`config.mk`:
```
export PLATFORM = sky130hd
export DESIGN_NAME = fcims_payment_collector
export DESIGN_NICKNAME = d
export VERILOG_FILES = /design/src/rtl/fcims_pkg.sv /design/src/rtl/fcims_cmp_sub.sv /design/src/rtl/fcims_payment_collector.sv
export SDC_FILE = /design/constraint.sdc
export NUM_CORES = 1
export LEC_CHECK = 0
export CAP_MARGIN = 20
export CORE_ASPECT_RATIO = 1.4
export CORE_UTILIZATION = 54
export CTS_CLUSTER_DIAMETER = 120
export DETAILED_ROUTE_END_ITERATION = 8
export PLACE_DENSITY = 0.77
export SYNTH_ARGS = -nofsm -noshare
export SYNTH_HDL_FRONTEND = slang
export SYNTH_SLANG_ARGS = --single-unit
```
`constraint.sdc`:
```
create_clock -name clk -period 17.9 [get_ports clk]
set_clock_uncertainty 0.1 [all_clocks]
set_input_delay 4.475 -clock clk [delete_from_list [all_inputs] [get_ports clk]]
set_output_delay 4.475 -clock clk [all_outputs]
set_load 0.01 [all_outputs]
```
`src/rtl/fcims_pkg.sv`:
```
// Shared FCIMS constants: bus widths and the payment collector state encoding.
package fcims_pkg;

    // Total-price bus width produced by the FCIMS pricing adder.
    localparam int FCIMS_PRICE_W = 8;

    // Coin value width; coins are worth 0..15.
    localparam int FCIMS_COIN_W = 4;

    // Idle timer width; covers the full legal TIMEOUT range up to 2^16-1.
    localparam int FCIMS_TIMER_W = 16;

    // Collector state encoding, kept as plain constants so legacy tools can read it.
    localparam logic [1:0] ST_IDLE    = 2'd0;
    localparam logic [1:0] ST_COLLECT = 2'd1;
    localparam logic [1:0] ST_CHANGE  = 2'd2;
    localparam logic [1:0] ST_REFUND  = 2'd3;

endpackage : fcims_pkg

```
`src/rtl/fcims_cmp_sub.sv`:
```
// Ripple-borrow subtractor: diff = a - b, plus a flag that is high when a >= b.
// Built from the same full-subtractor cell style as the FCIMS adder chain.
module fcims_cmp_sub #(
    parameter int W = 9
) (
    input  logic [W-1:0] a_i,
    input  logic [W-1:0] b_i,
    output logic [W-1:0] diff_o,
    output logic         no_borrow_o
);

    // borrow[i] is the borrow into bit i; the LSB has no incoming borrow.
    logic [W:0] borrow;

    assign borrow[0] = 1'b0;

    // One full-subtractor cell per bit, chained LSB to MSB.
    for (genvar i = 0; i < W; i++) begin : g_bit
        assign diff_o[i]     = a_i[i] ^ b_i[i] ^ borrow[i];
        assign borrow[i + 1] = (~a_i[i] & b_i[i]) | (~(a_i[i] ^ b_i[i]) & borrow[i]);
    end

    // No borrow out of the MSB means the unsigned difference is non-negative.
    assign no_borrow_o = ~borrow[W];

endmodule : fcims_cmp_sub

```
`src/rtl/fcims_payment_collector.sv`:
```
// FCIMS payment collector: accepts a bill total, collects coins against it and
// returns either change (bill settled) or a full refund (cancel or idle timeout).
module fcims_payment_collector
    import fcims_pkg::*;
#(
    parameter int WIDTH   = FCIMS_PRICE_W,
    parameter int COIN_W  = FCIMS_COIN_W,
    parameter int TIMEOUT = 200
) (
    input  logic             clk,
    input  logic             reset_n,
    input  logic             bill_valid,
    output logic             bill_ready,
    input  logic [WIDTH-1:0] bill_amount,
    input  logic             coin_valid,
    output logic             coin_ready,
    input  logic [COIN_W-1:0] coin_value,
    input  logic             cancel,
    output logic             res_valid,
    input  logic             res_ready,
    output logic             res_paid,
    output logic [WIDTH:0]   res_amount,
    output logic             busy
);

    // Collected sum and results carry one extra bit so a full bill plus one
    // coin never wraps.
    localparam int RW      = WIDTH + 1;
    localparam int TIMER_W = FCIMS_TIMER_W;

    // Timer value at which an idle COLLECT cycle turns into a refund.
    localparam logic [TIMER_W-1:0] TIMER_LAST = TIMER_W'(TIMEOUT - 1);

    logic [1:0]         state_q, state_d;
    logic [WIDTH-1:0]   bill_q, bill_d;
    logic [RW-1:0]      collected_q, collected_d;
    logic [TIMER_W-1:0] timer_q, timer_d;
    logic               res_valid_q, res_valid_d;
    logic               res_paid_q, res_paid_d;
    logic [RW-1:0]      res_amount_q, res_amount_d;

    logic               coin_fire;
    logic               coin_nonzero;
    logic [RW-1:0]      coin_add;
    logic [RW-1:0]      collected_next;
    logic [RW-1:0]      change_amount;
    logic               bill_covered;

    // Handshake and status outputs depend on state alone.
    assign bill_ready = (state_q == ST_IDLE);
    assign coin_ready = (state_q == ST_COLLECT);
    assign busy       = (state_q != ST_IDLE);

    // Result outputs are driven straight from registers so they cannot glitch
    // while a result waits for res_ready.
    assign res_valid  = res_valid_q;
    assign res_paid   = res_paid_q;
    assign res_amount = res_amount_q;

    // Running total including this cycle's coin; a zero coin adds nothing.
    assign coin_fire      = coin_valid & coin_ready;
    assign coin_nonzero   = coin_fire & (coin_value != '0);
    assign coin_add       = coin_fire ? RW'(coin_value) : '0;
    assign collected_next = collected_q + coin_add;

    // Shared subtractor gives both the "paid enough" decision and the change.
    fcims_cmp_sub #(
        .W (RW)
    ) u_cmp_sub (
        .a_i         (collected_next),
        .b_i         (RW'(bill_q)),
        .diff_o      (change_amount),
        .no_borrow_o (bill_covered)
    );

    // Next-state and datapath decode for the collector FSM.
    always_comb begin
        // NOTE: every variable gets a default before the case so no path leaves
        // it unassigned; that is what keeps this block from inferring latches.
        state_d      = state_q;
        bill_d       = bill_q;
        collected_d  = collected_q;
        timer_d      = timer_q;
        res_valid_d  = res_valid_q;
        res_paid_d   = res_paid_q;
        res_amount_d = res_amount_q;

        case (state_q)
            ST_IDLE: begin
                if (bill_valid) begin
                    bill_d      = bill_amount;
                    collected_d = '0;
                    timer_d     = '0;
                    if (bill_amount == '0) begin
                        // Nothing to collect: settle at once with zero change.
                        state_d      = ST_CHANGE;
                        res_valid_d  = 1'b1;
                        res_paid_d   = 1'b1;
                        res_amount_d = '0;
                    end else begin
                        state_d = ST_COLLECT;
                    end
                end
            end

            ST_COLLECT: begin
                collected_d = collected_next;
                // Only real money restarts the idle timer.
                timer_d = coin_nonzero ? '0 : timer_q + TIMER_W'(1);

                if (cancel) begin
                    // Cancel wins over payment; a same-cycle coin is refunded too.
                    state_d      = ST_REFUND;
                    res_valid_d  = 1'b1;
                    res_paid_d   = 1'b0;
                    res_amount_d = collected_next;
                end else if (bill_covered) begin
                    state_d      = ST_CHANGE;
                    res_valid_d  = 1'b1;
                    res_paid_d   = 1'b1;
                    res_amount_d = change_amount;
                end else if (!coin_nonzero && (timer_q == TIMER_LAST)) begin
                    state_d      = ST_REFUND;
                    res_valid_d  = 1'b1;
                    res_paid_d   = 1'b0;
                    res_amount_d = collected_q;
                end
            end

            ST_CHANGE, ST_REFUND: begin
                // Result is held until downstream takes it.
                if (res_ready) begin
                    state_d     = ST_IDLE;
                    res_valid_d = 1'b0;
                end
            end

            default: begin
                state_d = ST_IDLE;
            end
        endcase
    end

    // State and datapath registers; reset discards any collected amount.
    always_ff @(posedge clk or negedge reset_n) begin
        // NOTE: sequential state uses non-blocking assignments so every register
        // samples the pre-edge values regardless of statement order.
        if (!reset_n) begin
            state_q      <= ST_IDLE;
            bill_q       <= '0;
            collected_q  <= '0;
            timer_q      <= '0;
            res_valid_q  <= 1'b0;
            res_paid_q   <= 1'b0;
            res_amount_q <= '0;
        end else begin
            state_q      <= state_d;
            bill_q       <= bill_d;
            collected_q  <= collected_d;
            timer_q      <= timer_d;
            res_valid_q  <= res_valid_d;
            res_paid_q   <= res_paid_d;
            res_amount_q <= res_amount_d;
        end
    end

endmodule : fcims_payment_collector

```
Yosys cells after proc, flatten, opt, wreduce, memory -nomap -nowiden. Index checks and enable logic that the tools add are counted. Widths: inputs -> output; s select.

Logic and storage cells: 117. Input port bits: 18. Bits in registers: 46. Output and inout port bits: 14.

Mux-type cells: 30. Bitwise logic cells: 57. Eq/ne operators: 8. Reduce and logical (&&, ||, !) cells: 13. Add/subtract/negate cells: 2.

Operators with widths (count): $mux 9 (6); $pmux 9 s2 (2); $mux 16 (2); $pmux 16 s2 (1); $and 1x1->1 (18); $add 16x1->16 const B (1); $eq 16x8->1 const B (1); $not 1->1 (16); $xor 1x1->1 (16); $mux 2 (6); $add 9x4->9 (1); $mux 1 (9); $logic_not 8->1 (1); $reduce_and 4->1 (2); $or 1x1->1 (7); $pmux 2 s3 (1); $eq 2x2->1 const B (2); $mux 4 (1); $ne 2x2->1 const B (2); $ne 4x4->1 const B (1); $reduce_and 2->1 (2); $reduce_bool 2->1 (2); $reduce_bool 4->1 (1); $pmux 1 s3 (1); other kinds (8) (8).

Longest topological paths before layout. Gate-level depths: netlist (run 1).

Depth in word-level cells: 24. Gate-level depth with buffers: 22.

Hierarchy. From an unflattened synthesis (run 1), not the netlist that was laid out.

Cell total of the unflattened synthesis: 318. Area, all modules: 2872.8 µm².

By module, submodules not included: fcims_payment_collector (area an instance 2625.0 µm², instances 1, cells each 289, sequential area each 1151.1 µm²); fcims_cmp_sub (area an instance 247.7 µm², instances 1, cells each 29, sequential area each 0.0 µm²).

Worst setup path after synthesis (run 1). No wires, ideal clock.

Path kind: input port to flip-flop. Start: input port coin_valid. End: register res_amount_q[4] (netlist: res_amount[4]). Library setup time: 0.129 ns. Path slack: 8.693 ns. Arrival: 8.978 ns. Cell stages on the path: 18. Cell sequence: and3_1 ha_1 fa_1 inv_1 fa_1 fa_1 fa_1 fa_1 fa_1 fa_1 inv_1 fa_1 nor2b_1 mux2i_1 buf_2 o21ai_0 a221oi_1 o21ai_0.

Word-level cells in the longest chain between the ends: 23. Elaborated cells between the ends (all ways): 58. Classes of those cells: add/sub (1); eq/ne (1); mux (4); bitwise (49); reduce/logical (3).

RTL lines: from (decl) (line fcims_payment_collector.sv:15) `input logic coin_valid,`; $and 1x1->1 * (line fcims_payment_collector.sv:61) `assign coin_fire = coin_valid & coin_ready;`; $mux 4 (line fcims_payment_collector.sv:63) `assign coin_add = coin_fire ? RW'(coin_value) : '0;`; $add 9x4->9 (line fcims_payment_collector.sv:64) `assign collected_next = collected_q + coin_add;`; $xor 1x1->1 or $not 1->1 (tied branches) (line fcims_cmp_sub.sv:20) `assign borrow[i + 1] = (~a_i[i] & b_i[i]) | (~(a_i[i] ^ b_i[i]) & borrow[i]);`; $not 1->1 or $and 1x1->1 (tied branches) (line fcims_cmp_sub.sv:20); $and 1x1->1 (line fcims_cmp_sub.sv:20); $or 1x1->1 (line fcims_cmp_sub.sv:20); $and 1x1->1 (line fcims_cmp_sub.sv:20); (+7 left out); $and 1x1->1 (line fcims_cmp_sub.sv:20); $or 1x1->1 (line fcims_cmp_sub.sv:20); $and 1x1->1 (line fcims_cmp_sub.sv:20); $or 1x1->1 (line fcims_cmp_sub.sv:20); $and 1x1->1 (line fcims_cmp_sub.sv:20); $mux 9 (line fcims_payment_collector.sv:117) `end else if (bill_covered) begin`; $mux 9 (line fcims_payment_collector.sv:111) `if (cancel) begin`; $pmux 9 s2 (line fcims_payment_collector.sv:88) `case (state_q)`; to (signal assigned) (line fcims_payment_collector.sv:163) `res_amount_q <= res_amount_d;`; to (decl) (line fcims_payment_collector.sv:40) `logic [RW-1:0] res_amount_q, res_amount_d;`.

Every way passes the cells marked *; elsewhere a longest branch is shown, timed or not. A chain may end at the register's enable or synchronous reset.

Worst setup path after layout (run 1).
Start: input port coin_valid. End: register res_amount_q[2] (netlist: res_amount[2]).

The elaborated chain is that of the path after synthesis.

==> flow_metrics.py, run 1 <==
metrics = {
    "setup_path": {
        "timing.critical_path.slowest_stage_cell": "fa_1",
        "timing.critical_path.from_type": "input pin",
        "worstSetupEndpoint": "res_amount[2]",
        "critPathMostFrequentCell": "fa_1",
        "wp_data_required_ps": 18030,
        "worst-path-max-fanout": 16,
        "chain_of_cells_forming_the_critical_path": "clkdlybuf4s50_1 -> and3_1 -> ha_1 -> fa_1 -> inv_1 -> fa_1 -> fa_1 -> fa_1 -> fa_1 -> fa_1 -> fa_1 -> inv_1 -> fa_1 -> nor2b_1 -> mux2i_1 -> buf_4 -> o41ai_4 -> nor2_1 -> a32o_1",
        "worstReg2RegEnd": "res_amount[2]",
        "cp_num_buf_inv": 4,
        "crit_path_class": "in2reg",
        "crit-reg2reg-launch": "state_q[1]",
        "timing.critical_path.from": "coin_valid",
        "worstPathArrival_ps": 9840,
        "worst_r2r_path_depth": 21,
        "cell_class_contributing_the_biggest_share_of_worst_path_delay": "adder cells",
        "critical-path-max-stage-delay_ps": 510,
        "cp_num_cells": 19,
        "r2r_setup_slack_ps": 11470,
        "critPathCaptureType": "flop",
    },
    "timing": {
        "timing.fmax_ghz": 0.103,
        "slew_violations": 0,
        "fin_hold_ws_ps": 379,
        "grt_setup_unrepaired": "no",
        "setup-violations-final": 0,
        "report.final.hold_viol_count": 0,
        "fin_ws_ps": 8200,
        "slew_headroom_pct": 45.6,
        "fin_crit_share_pct": 54.2,
        "max_slew.worst_pin.slew_ps": 813,
        "timing.setup.tns_ps": 0,
        "fin_crit_ps": 9700,
    },
    "yosys": {
        "yosys.area_share.simple_pct": 20.2,
        "netlist-cell-type-count": 48,
        "synth.yosys.warnings": 0,
        "yosysTopAreaCellShare_pct": 41.8,
        "synth_top_family_by_area": "simple AND/OR/NAND/NOR gates",
        "synthesis.area_sq_um": 2760,
        "synth-edff-count": 0,
        "avgSynthCellArea_sq_um": 9.47,
        "syn-num-nets": 323,
        "synth-seq-area-share_pct": 41.8,
        "ys_async_sr_fraction_pct": 100,
        "synth_compound_area_share_pct": 17.4,
        "synth_xor_area_share_pct": 4.45,
        "proportion_of_synthesized_area_in_mux_cells_pct": 3.95,
        "synthCells": 291,
        "yosys.area.top_type": "dfrtp_1",
        "post_synthesis_adder_cell_area_fraction_pct": 8.53,
        "synthTopCellsByArea": "dfrtp_1, fa_1, nand2_1",
        "ys_dominant_reg_cell": "dfrtp_1",
        "synth-seq-cells": 46,
    },
    "place": {
        "placement.setup.worst_slack_ps": 7270,
        "hpwl_microns": 4620,
        "place_congestion": 0.944,
        "dpl.cell_count": 375,
        "placement.io_buffers": 31,
    },
    "run_status": {
        "result_of_the_run": "complete, no violations",
    },
    "cts": {
        "max-clock-path-buffers": 2,
        "clk_pin_slew_ps": 80,
        "cts-hold-fix-buffers": 0,
        "cts_setup_buffers": 0,
        "clkLatencyLatePin_ps": 300,
        "tritoncts_buffer_count": 5,
        "clock_sink_count": 46,
        "cts_repair_resize_count": 0,
        "tritoncts_clock_tree": "done",
        "clock_tree.root_cell": "clkbuf_8",
        "cts.htree.levels": 2,
    },
    "worst_hold_path": {
        "path_type_of_the_worst_min_delay_path": "reg2reg",
    },
    "floorplanning": {
        "fp.dieW_microns": 62.4,
        "row_count": 30,
        "floorplan.io_pins": 32,
        "initial_core_util_pct": 56.5,
        "die_y_microns": 86.5,
        "die-area_sq_um": 5400,
        "floorplan.core_area_sq_um": 4880,
    },
    "detailed_routing": {
        "wirelength_microns": 6150,
        "dr_iter_0_viols": 152,
        "total_drc_errors_in_the_routed_layout": 0,
        "via_count": 2309,
        "ant_nets": 0,
        "via_per_inst": 6.01,
        "drt-pass1-iter-count": 4,
        "avgRoutedWirePerCell_microns": 16.0,
    },
    "power": {
        "leakage_power_figure_nw": 1.40,
        "power_density_nw_per_um2": 122,
        "irDropWorstVdd_uv": 68.0,
    },
    "grt": {
        "pin_count_of_the_biggest_net_entering_global_routing": 47,
        "grt_use_total_pct": 25.9,
        "grt_pass1_vias": 2318,
        "globalRouteOverflowTotal": 0,
        "grt_antenna_before_repair": 0,
        "wire_length_of_the_first_global_routing_pass_microns": 10800,
    },
    "finish": {
        "finalCoreUtilization_pct": 65.6,
        "area_growth_pct": 16.1,
        "highest_count_cells_in_the_layout_ignoring_fill_and_taps": "dfrtp_1, nand2_1, clkdlybuf4s50_1, nor2_1, o21ai_0",
        "final_common_cell": "dfrtp_1",
        "drive_gt1_share_pct": 6.88,
        "layout.cells.non_filler": 384,
        "antenna_cells": 0,
        "num-nets-final": 352,
        "fillCellCount": 411,
    },
    "job": {
        "max-cap-violations": 0,
    },
}
==> layout make-up <==
| cell class | instances | area (sq um) | area share, % |
|---|---|---|---|
| clock buffers | 7 | 76.3 | 2.39 |
| repair buffers | 34 | 340 | 10.6 |
| multi-input cells | 220 | 1500 | 47.0 |
| flip-flops and latches | 46 | 1150 | 36.0 |
| inverters | 13 | 48.8 | 1.53 |
| well taps | 64 | 80.1 | 2.50 |
==> cells in the mapped netlist (all sizes together) (6+ instances only) <==
cell    number
xor2         6
clkbuf       7
mux2         7
fa           8
a21oi       10
nor2        22
ha           6
xnor2        8
dfrtp       46
and3         9
nand2       32
inv         13
nand3       11
o21ai       22
nor3        15
o31ai        7
==> sequential cells by signal, summed over array words and instances (netlist names) <==
signal and cells:
timer_q 16, res_paid 1, collected_q 9, state_q 2
res_valid 1, bill_q 8, res_amount 9
==> layer usage <==
| metal | global-route usage (%) | up-vias | routed length, microns |
|---|---|---|---|
| li1 | - | 1101 | - |
| met1 | 30.6 | 1134 | 2500 |
| met2 | 45.4 | 55 | 3210 |
| met3 | 4.61 | 19 | 221 |
| met4 | 13.3 | 0 | 220 |
| met5 | 0 | - | 0 |
==> cells by family (layout without fill, tap and decap cells) <==
| group | Yosys count | in the layout |
|---|---|---|
| xor gates and xnor gates | 14 | 14 |
| buffers and inverters | 25 | 54 |
| and+or+nand+nor | 113 | 113 |
| DFF | 46 | 46 |
| AOI/OAI and AO/OA | 69 | 69 |
| adders and majority gates | 14 | 14 |
| muxes | 10 | 10 |
==> worst min-delay path, stage by stage, from the launching register on <==
cell     delay, ps
dfrtp_1        350
nand2_1         50
o31ai_1         50
==> stage by stage <==
stage	instance area (sq um)	total power (W)
global route	3200	0.000424
detailed placement	3100	0.000333
finish	3200	0.000390
CTS	3170	0.000393
global placement	3100	0.000328
floorplan	2760	0.000271
==> worst min-delay path by stage <==
stage	start	endpoint	slack (ps)	cells past startpoint
6_report	res_amount[8]	res_amount[8]	380	2
4_1_cts	res_amount[8]	res_amount[8]	390	2
2_1_floorplan	timer_q[10]	timer_q[10]	370	1
3_5_place_dp	res_amount[8]	res_amount[8]	370	2
5_1_grt	res_amount[8]	res_amount[8]	420	2
3_3_place_gp	res_amount[8]	res_amount[8]	360	2
==> power by group <==
| part | leakage (nW) | total, W | switching, W | internal (W) |
|---|---|---|---|---|
| clock network | 0.0383 | 0.0000588 | 0.0000319 | 0.0000269 |
| logic | 0.747 | 0.000183 | 0.000103 | 0.0000799 |
| registers | 0.612 | 0.000148 | 0.0000208 | 0.000128 |
(Power assumes the default switching activity.)
==> run 2: changes to the inputs <==
clock period = 10.1 ns   (was 17.9 ns; I/O delays follow)
==> flow_metrics.py, run 2 (same netlist as run 1, synthesis figures left out) <==
metrics = {
    "grt": {
        "wire_length_of_the_first_global_routing_pass_microns": 10800,
        "grt_use_total_pct": 26.0,
        "globalRouteOverflowTotal": 0,
        "grtUsageMet2_pct": 46.0,
        "pin_count_of_the_biggest_net_entering_global_routing": 47,
        "grt_antenna_before_repair": 0,
        "grt_util_met1_pct": 29.4,
        "grt_pass1_vias": 2378,
        "grt.met3_usage_pct": 4.08,
        "grt.busiest_layer": "met2",
    },
    "setup_path": {
        "cell_class_contributing_the_biggest_share_of_worst_path_delay": "adder cells",
        "timing.critical_path.slowest_stage_cell": "fa_1",
        "critPathCaptureType": "flop",
        "worst-path-max-fanout": 16,
        "crit_path_class": "in2reg",
        "critical-path-max-stage-delay_ps": 510,
        "r2r_setup_slack_ps": 3450,
        "timing.critical_path.from_type": "input pin",
        "wp_data_required_ps": 10230,
        "chain_of_cells_forming_the_critical_path": "clkdlybuf4s50_1 -> and3_1 -> ha_1 -> fa_1 -> inv_1 -> fa_1 -> fa_1 -> fa_1 -> fa_1 -> fa_1 -> fa_1 -> inv_1 -> fa_1 -> nor2b_1 -> mux2i_1 -> buf_4 -> o41ai_4 -> nor2_1 -> a32o_1",
        "cp_num_buf_inv": 4,
        "worstPathArrival_ps": 8080,
        "critPathMostFrequentCell": "fa_1",
    },
    "detailed_routing": {
        "ant_nets": 0,
        "dr_iter_0_viols": 122,
        "via_count": 2306,
        "drt-pass1-iter-count": 4,
        "total_drc_errors_in_the_routed_layout": 0,
        "wirelength_microns": 6360,
        "via_per_inst": 6.01,
        "avgRoutedWirePerCell_microns": 16.6,
    },
    "timing": {
        "fin_crit_share_pct": 78.7,
        "fin_crit_ps": 7950,
        "setup-violations-final": 0,
        "timing.fmax_ghz": 0.126,
        "slew_violations": 0,
        "grt_setup_unrepaired": "no",
        "max_slew.worst_pin.slew_ps": 816,
        "fin_ws_ps": 2150,
        "report.final.hold_viol_count": 0,
        "slew_headroom_pct": 45.4,
        "timing.setup.tns_ps": 0,
    },
    "finish": {
        "final_common_cell": "dfrtp_1",
        "highest_count_cells_in_the_layout_ignoring_fill_and_taps": "dfrtp_1, nand2_1, clkdlybuf4s50_1, nor2_1, o21ai_0",
        "num-nets-final": 352,
        "area_growth_pct": 16.1,
        "largest-register": "timer_q",
        "antenna_cells": 0,
        "largest_register_ff_count": 16,
        "drive_gt1_share_pct": 6.88,
    },
    "power": {
        "comb_power_share_pct": 47.1,
        "power.internal_w": 0.000417,
        "leakage_power_figure_nw": 1.40,
        "switching_share_pct": 40.3,
        "irDropWorstVdd_uv": 150,
        "switching_power_w": 0.000281,
        "power.clock.fraction_pct": 15.2,
        "power_density_nw_per_um2": 218,
        "seq_power_share_pct": 37.7,
    },
    "cts": {
        "max-clock-path-buffers": 2,
        "clkLatencyLatePin_ps": 300,
        "tritoncts_buffer_count": 5,
        "clock_tree.root_cell": "clkbuf_8",
        "cts-hold-fix-buffers": 0,
        "clk_pin_slew_ps": 80,
        "cts_repair_resize_count": 0,
        "cts.htree.levels": 2,
        "tritoncts_clock_tree": "done",
        "cts_setup_buffers": 0,
        "clock_sink_count": 46,
    },
    "floorplanning": {
        "floorplan.core_area_sq_um": 4880,
        "floorplan.io_pins": 32,
        "row_count": 30,
        "die-area_sq_um": 5400,
        "initial_core_util_pct": 56.5,
        "die_y_microns": 86.5,
        "fp.dieW_microns": 62.4,
    },
    "place": {
        "placement.io_buffers": 31,
        "hpwl_microns": 4680,
        "place_congestion": 0.944,
        "placement.setup.worst_slack_ps": 1430,
    },
    "run_status": {
        "result_of_the_run": "complete, no violations",
    },
    "job": {
        "max-cap-violations": 0,
    },
    "worst_hold_path": {
        "path_type_of_the_worst_min_delay_path": "reg2reg",
    },
}
-- run 2: cell counts in the layout (fill, tap and decap cells not counted) --
Identical to the previous run, type by type.
-- run 2: stage by stage --
stage	hold WS (ps)	util [%]	cell area, sq um	instances	total power, W
2_1_floorplan	365	-	2760	291	0.000480
3_3_place_gp	363	63.4	3100	375	0.000581
3_5_place_dp	366	63.4	3100	375	0.000594
4_1_cts	386	65.0	3170	382	0.000701
5_1_grt	419	65.6	3200	384	0.000755
6_report	379	65.6	3200	384	0.000698
-- run 2: cell type report --
cell class / count / area, sq um
inverter: 13 / 48.8
sequential: 46 / 1150
multi-input combinational: 220 / 1500
timing repair buffer: 34 / 340
clock buffer: 7 / 76.3
tap: 64 / 80.1
fill: 401 / 1680
-- run 2: tightest hold or removal path, cell delays in order (launching register included) --
cell and delay [ps]:
dfrtp_1 350, nand2_1 50, o31ai_1 50
-- run 2: path summary, 6_finish.rpt --
check | startpoint | endpoint | depth (start not counted)
setup / recovery | coin_valid | res_amount[2] | 19
hold / removal | res_amount[8] | res_amount[8] | 2
setup reg to reg | state_q[1] | res_amount[2] | 21
hold reg to reg | res_amount[8] | res_amount[8] | 2
max in group asynchronous | reset_n | state_q[1] | 2
min in group asynchronous | reset_n | bill_q[6] | 1
-- run 2: power groups by stage --
stage	sequential (W)	combinational, W	clock [W]
2_1_floorplan	0.000261	0.000219	0
3_3_place_gp	0.000266	0.000316	0
3_5_place_dp	0.000267	0.000327	0
4_1_cts	0.000264	0.000328	0.000109
5_1_grt	0.000269	0.000371	0.000115
6_report	0.000263	0.000329	0.000106
-- run 2: layer usage --
layer / share of wire, % / vias to the layer above
met5: 0 / -
met2: 52 / 69
met1: 40 / 1115
met3: 3.6 / 27
li1: - / 1095
met4: 4.4 / 0
